File: config.mk
export PLATFORM = sky130hd
export DESIGN_NAME = hex_word_ascii_tx
export DESIGN_NICKNAME = d
export VERILOG_FILES = /design/src/rtl/hex_word_ascii_tx_pkg.sv /design/src/rtl/hex_word_ascii_tx_nibble_to_ascii.sv /design/src/rtl/hex_word_ascii_tx.sv
export SDC_FILE = /design/constraint.sdc
export NUM_CORES = 1
export LEC_CHECK = 0
export ABC_AREA = 1
export BUFFER_PORTS_ARGS = -buffer_cell sky130_fd_sc_hd__clkbuf_2
export CAP_MARGIN = 0
export CORE_MARGIN = 10
export CORE_UTILIZATION = 40
export DETAILED_ROUTE_END_ITERATION = 8
export SLEW_MARGIN = 20
export SYNTH_ARGS = -nofsm -noshare
export SYNTH_HDL_FRONTEND = slang
export SYNTH_SLANG_ARGS = --single-unit
export TNS_END_PERCENT = 20
File: constraint.sdc
create_clock -name clk -period 2.2 [get_ports clk]
set_input_delay 0.33 -clock clk [delete_from_list [all_inputs] [get_ports clk]]
set_output_delay 0.33 -clock clk [all_outputs]
set_load 0.03 [all_outputs]
File: src/rtl/hex_word_ascii_tx_pkg.sv
`default_nettype none
// ============================================================================
// Module      : hex_word_ascii_tx_pkg
// Description : Shared constants and state encoding for the ASCII hex word
//               transmitter. The ASCII offsets are shared with the
//               ASCII-hex character decoder on the receive side.
// Revision    : 1.0 - initial release
// ============================================================================
package hex_word_ascii_tx_pkg;

    localparam logic [7:0] ASCII_CR        = 8'h0D;
    localparam logic [7:0] ASCII_LF        = 8'h0A;
    localparam logic [7:0] ASCII_DIGIT_OFS = 8'h30;  // '0' - 0
    localparam logic [7:0] ASCII_ALPHA_OFS = 8'h37;  // 'A' - 10

    typedef enum logic [1:0] {
        IDLE  = 2'd0,
        DIGIT = 2'd1,
        CR    = 2'd2,
        LF    = 2'd3
    } state_t;

endpackage
`default_nettype wire

File: src/rtl/hex_word_ascii_tx_nibble_to_ascii.sv
`default_nettype none
// ============================================================================
// Module      : hex_word_ascii_tx_nibble_to_ascii
// Description : Maps one 4-bit nibble to its uppercase ASCII hex digit.
//               0..9 -> 0x30..0x39, 10..15 -> 0x41..0x46.
// Ports       : i_nibble  in  4  nibble value
//               o_ascii   out 8  ASCII character
// Revision    : 1.0 - initial release
// ============================================================================
module hex_word_ascii_tx_nibble_to_ascii (
    input  logic [3:0] i_nibble,
    output logic [7:0] o_ascii
);
    import hex_word_ascii_tx_pkg::*;

    logic [7:0] w_nibble_ext;

    assign w_nibble_ext = {4'h0, i_nibble};
    // Largest result is 0x0F + 0x37 = 0x46, so the 8-bit add cannot overflow.
    assign o_ascii = (i_nibble < 4'd10) ? (w_nibble_ext + ASCII_DIGIT_OFS)
                                        : (w_nibble_ext + ASCII_ALPHA_OFS);

endmodule
`default_nettype wire

File: src/rtl/hex_word_ascii_tx.sv
`default_nettype none
// ============================================================================
// Module      : hex_word_ascii_tx
// Description : Serialises a binary word into uppercase ASCII hex characters,
//               most-significant nibble first, optionally followed by CR LF.
//               Words arrive on a valid/ready handshake; characters leave on
//               a second valid/ready handshake, one per cycle at full rate.
// Ports       : clk         in  1                system clock
//               rst         in  1                async active-high reset
//               word_in     in  4*WORD_NIBBLES   word to print
//               word_valid  in  1                word_in valid
//               word_ready  out 1                accepting words (IDLE only)
//               char_out    out 8                registered ASCII character
//               char_valid  out 1                char_out valid
//               char_ready  in  1                downstream takes char_out
//               busy        out 1                not IDLE
// Revision    : 1.0 - initial release
// ============================================================================
module hex_word_ascii_tx #(
    parameter int WORD_NIBBLES = 8,
    parameter int EMIT_NEWLINE = 1
) (
    input  logic                      clk,
    input  logic                      rst,
    input  logic [4*WORD_NIBBLES-1:0] word_in,
    input  logic                      word_valid,
    output logic                      word_ready,
    output logic [7:0]                char_out,
    output logic                      char_valid,
    input  logic                      char_ready,
    output logic                      busy
);
    import hex_word_ascii_tx_pkg::*;

    localparam int c_word_w = 4 * WORD_NIBBLES;
    localparam int c_cnt_w  = (WORD_NIBBLES > 1) ? $clog2(WORD_NIBBLES) : 1;
    localparam logic [c_cnt_w-1:0] c_cnt_init = c_cnt_w'(WORD_NIBBLES - 1);
    localparam logic [c_cnt_w-1:0] c_cnt_one  = c_cnt_w'(1);

    state_t                r_state, w_state_nxt;
    logic [c_word_w-1:0]   r_shift, w_shift_nxt;
    logic [c_cnt_w-1:0]    r_cnt,   w_cnt_nxt;
    logic [7:0]            r_char,  w_char_nxt;
    logic                  r_valid, w_valid_nxt;
    logic                  w_char_hs;
    logic [7:0]            w_digit_ascii;

    assign w_char_hs = r_valid && char_ready;

    // The digit converter looks at the top nibble of the shift register's
    // next value, so the same instance serves both the word-accept load and
    // the shift-and-load that advances to the following digit.
    hex_word_ascii_tx_nibble_to_ascii u_nibble_to_ascii (
        .i_nibble (w_shift_nxt[c_word_w-1 -: 4]),
        .o_ascii  (w_digit_ascii)
    );

    always_ff @(posedge clk or posedge rst) begin
        if (rst) begin
            r_state <= IDLE;
            r_shift <= '0;
            r_cnt   <= '0;
            r_char  <= 8'h00;
            r_valid <= 1'b0;
        end else begin
            r_state <= w_state_nxt;
            r_shift <= w_shift_nxt;
            r_cnt   <= w_cnt_nxt;
            r_char  <= w_char_nxt;
            r_valid <= w_valid_nxt;
        end
    end

    always_comb begin
        w_state_nxt = r_state;
        w_shift_nxt = r_shift;
        w_cnt_nxt   = r_cnt;
        w_char_nxt  = r_char;
        w_valid_nxt = r_valid;

        case (r_state)
            IDLE: begin
                // word_ready is implied by being in IDLE.
                if (word_valid) begin
                    w_shift_nxt = word_in;
                    w_char_nxt  = w_digit_ascii;
                    w_valid_nxt = 1'b1;
                    w_cnt_nxt   = c_cnt_init;
                    w_state_nxt = DIGIT;
                end
            end
            DIGIT: begin
                if (w_char_hs) begin
                    w_shift_nxt = r_shift << 4;
                    if (r_cnt != '0) begin
                        w_char_nxt = w_digit_ascii;
                        w_cnt_nxt  = r_cnt - c_cnt_one;
                    end else if (EMIT_NEWLINE != 0) begin
                        w_char_nxt  = ASCII_CR;
                        w_state_nxt = CR;
                    end else begin
                        w_valid_nxt = 1'b0;
                        w_state_nxt = IDLE;
                    end
                end
            end
            CR: begin
                if (w_char_hs) begin
                    w_char_nxt  = ASCII_LF;
                    w_state_nxt = LF;
                end
            end
            LF: begin
                if (w_char_hs) begin
                    w_valid_nxt = 1'b0;
                    w_state_nxt = IDLE;
                end
            end
            default: begin
                w_valid_nxt = 1'b0;
                w_state_nxt = IDLE;
            end
        endcase
    end

    assign word_ready = (r_state == IDLE);
    assign busy       = (r_state != IDLE);
    assign char_out   = r_char;
    assign char_valid = r_valid;

endmodule
`default_nettype wire
==> results.md <==
- Clock transition at the registers of the reported paths: 0.09 ns
- Clock power frac: 0.436
- Total Power: 1570 µW
- First-pass GRT wire length: 10.0 mm
- FF+latch count, synth: 45
- YS warnings: 0
- WL met1: 2.61 mm
- Vias: 2011
- Share of the synthesized area in the top cell type: 0.466
- Required @ worst endpoint: 2.42 ns
- CTS tree: yes
- Crit. End Element: register
- Synth Instances: 279
- Sequential area share after synthesis: 0.466
- Routed wire length: 5.70 mm
- Flop2flop setup slack: 0.15 ns
- Worst Path Buf+Inv: 2
- Worst reg2reg path startpoint: r_state[1]
- Logic gate share of total power: 0.036
- Tot GR Track Use: 0.124
- Crit path arrival time: 2.28 ns
- Seq pwr share: 0.528
- Met3 Wirelength: 307 µm
- Avg Cell Area, Syn: 8.67 µm²
- Worst VDD drop: 0.281 mV
- # setup viols final: 0
- Vias in the first global route: just over 2000
- Overflow after GRT: 0
- Unrepaired setup endpoints after global routing: false
- Psw: 337 µW
- Leakage: 0.00151 µW
- Status: complete, no violations
- Max layer used: met4
- Top cell family by delay on the critical path: simple AND/OR/NAND/NOR gates
- CP max stage cell: dfrtp_1
- Skew-Pair Late Insertion Delay: approximately 0.30 ns
- Wire per inst: 14.1 µm
- Port Buf Inserts: 45
- Root Driver: clkbuf_8
- Largest net degree at the start of global routing: 46
- Worst slew margin: 0.613
- Post-Syn Area: 0.00242 mm²
- Worst-margin pin slew: 0.581 ns
- Drt drc: 0
- Synth top area cells: dfrtp_1, nand2_1, inv_1
- Switching part of the total power: 0.215
- Clock Skew: between 0.008 and 0.009 ns
- Antenna diodes: 0
- Hold/Removal Path Class: primary input to async pin
- Initial Utilization: 0.411
- DIE WIDTH: just under 100 µm
- Initial antenna violation count: 0
- Wire length on met2: 2.71 mm
- First-pass DRT Iterations: 4
- Synth-to-Final Area Change: 19.8%
- Crit-path max FO: 6
- # rows: 28
- CP Cell Sequence: inv_2, ha_2, nand3_2, nand2_2, nand2_4, a21oi_4, ha_1, inv_1, nand3_2, nand2_1, nand2_1, a21oi_1
- Critical Setup Path Class: register to register
- Pwr Density: 540 mW/mm²
- Max stage delay on crit path: approximately 0.43 ns
- Htree depth: 2
- DRT antenna net count: 0
- Clk buf depth: 2
- DIE HEIGHT: 97.8 µm
- Fmax: roughly 490 MHz
- Final hold vios: 0
- FF-to-FF path depth: 12
- Final setup TNS: 0 ns
- Vias per cell: roughly 5.0
- HPWL Detailed: 4.10 mm
- Die Area: 0.00956 mm²
- DR iter-0 viols: 109
- Mapped Nets: 324
- Fraction of layout cells with a size suffix above 1: 0.271
- Clock Sinks: between 40 and 50
- Max-cap violation count: 0
- Startpoint types: register
- GP Congestion: 0.792
- Slew Viols, Final: 0
- Synth unique cells: 30
- IO Count: 47
- Inserted Clock Buffers: 5
- Largest area contributor in the netlist: dfrtp_1
- Fin crit period: 2.05 ns
- Placeable Area: 0.00589 mm²
- Fin crit share: 0.934
- Nets@finish: 372
- Int Power: 1230 µW
- Worst R2R End: char_out[1]
## per-stage QoR
| step | util | instance area (µm²) | hold slack [ns] | setup slack (ns) | std cells |
|---|---|---|---|---|---|
| 6_report | 0.492 | 2900 | 0.135 | 0.146 | 403 |
| 5_1_grt | 0.492 | 2900 | 0.198 | 0.00967 | 403 |
| 4_1_cts | 0.483 | 2840 | 0.161 | 0.0429 | 402 |
| 3_5_place_dp | 0.462 | 2720 | 0.479 | 0.0782 | 394 |
| 3_3_place_gp | 0.462 | 2720 | 0.469 | 0.117 | 394 |
| 2_1_floorplan | - | 2420 | 0.449 | 0.171 | 279 |
## synthesized netlist by cell type
library cell,n
buf_6,3
buf_1,1
nor2_4,3
a221oi_2,1
nand4_1,1
conb_1,1
ha_1,9
nand3b_1,1
or3_4,1
nand2_2,6
inv_2,3
o211ai_1,1
nor2_2,1
nor3_2,1
buf_4,3
o21ai_1,4
a221oi_1,20
o21ai_0,12
nand2_4,2
inv_1,48
o22ai_1,1
nor2_1,9
a21oi_1,29
dfrtp_1,45
nand2_1,52
buf_2,5
nand3_1,10
a22o_1,1
nand3_2,3
a21oi_2,2
## worst min-delay path, cell delays in order
cell and delay, ns:
clkbuf_2 0.08, clkinv_1 0.03, buf_4 0.46
## layer usage
| metal | global-route usage | vias to the layer above |
|---|---|---|
| met4 | 0.0436 | 0 |
| met2 | 0.190 | 51 |
| met3 | 0.0317 | 5 |
| met1 | 0.165 | 939 |
| met5 | 0 | - |
| li1 | - | 1016 |
## state kept, by name, indices dropped and copies added, names as in the netlist
name        count
r_state         2
r_cnt           3
r_shift        32
char_valid      1
char_out        7
## layout by cell type, fill, tap and decap left out, drive strengths merged, types with 7 or more instances in the layout
cell type,n
nor2,13
clkbuf,52
ha,9
nand2,60
a21oi,31
o21ai,16
dfrtp,45
inv,51
nand3,13
buf,7
a221oi,21
## area by class of cell
class / instances / area (µm²)
sequential: 45 / 1130
tap: 75 / 93.8
multi-input combinational: 171 / 1050
timing repair buffer: 53 / 315
inverter: 51 / 191
clock inverter: 2 / 41.3
fill: 581 / 2990
clock buffer: 6 / 82.6
## cells by family after synthesis
group | after synthesis | share of synthesized area
flops | 45 | 0.466
compound gates | 71 | 0.188
other cells | 1 | 0.00155
buf+inv | 63 | 0.114
fa+ha+maj | 9 | 0.0466
simple gates | 90 | 0.184
## power by group through the flow
stage          Clock, µW  Combinational (µW)  Sequential [µW]
2_1_floorplan          0                18.9              843
3_3_place_gp           0                58.7              843
3_5_place_dp           0                58.7              843
4_1_cts              698                59.5              826
5_1_grt              738                65.7              827
6_report             683                57.2              826
## timing repair
item	CTS	global route
setup endpoints to repair	0	6
hold buffers	0	0
setup buffers	0	0
resized for setup	0	9
hold endpoints to repair	0	0
## how the worst max path moves through the flow
| stage | start | end | slack [ns] | cells after the start |
|---|---|---|---|---|
| 4_1_cts | r_state[0] | char_out[1] | 0.04 | 13 |
| 2_1_floorplan | r_state[0] | char_out[1] | 0.17 | 13 |
| 6_report | r_state[1] | char_out[1] | 0.15 | 12 |
| 3_5_place_dp | r_state[0] | char_out[1] | 0.08 | 13 |
| 3_3_place_gp | r_state[0] | char_out[1] | 0.12 | 13 |
| 5_1_grt | r_state[1] | char_out[1] | 0.01 | 12 |
(Power assumes the default switching activity.)
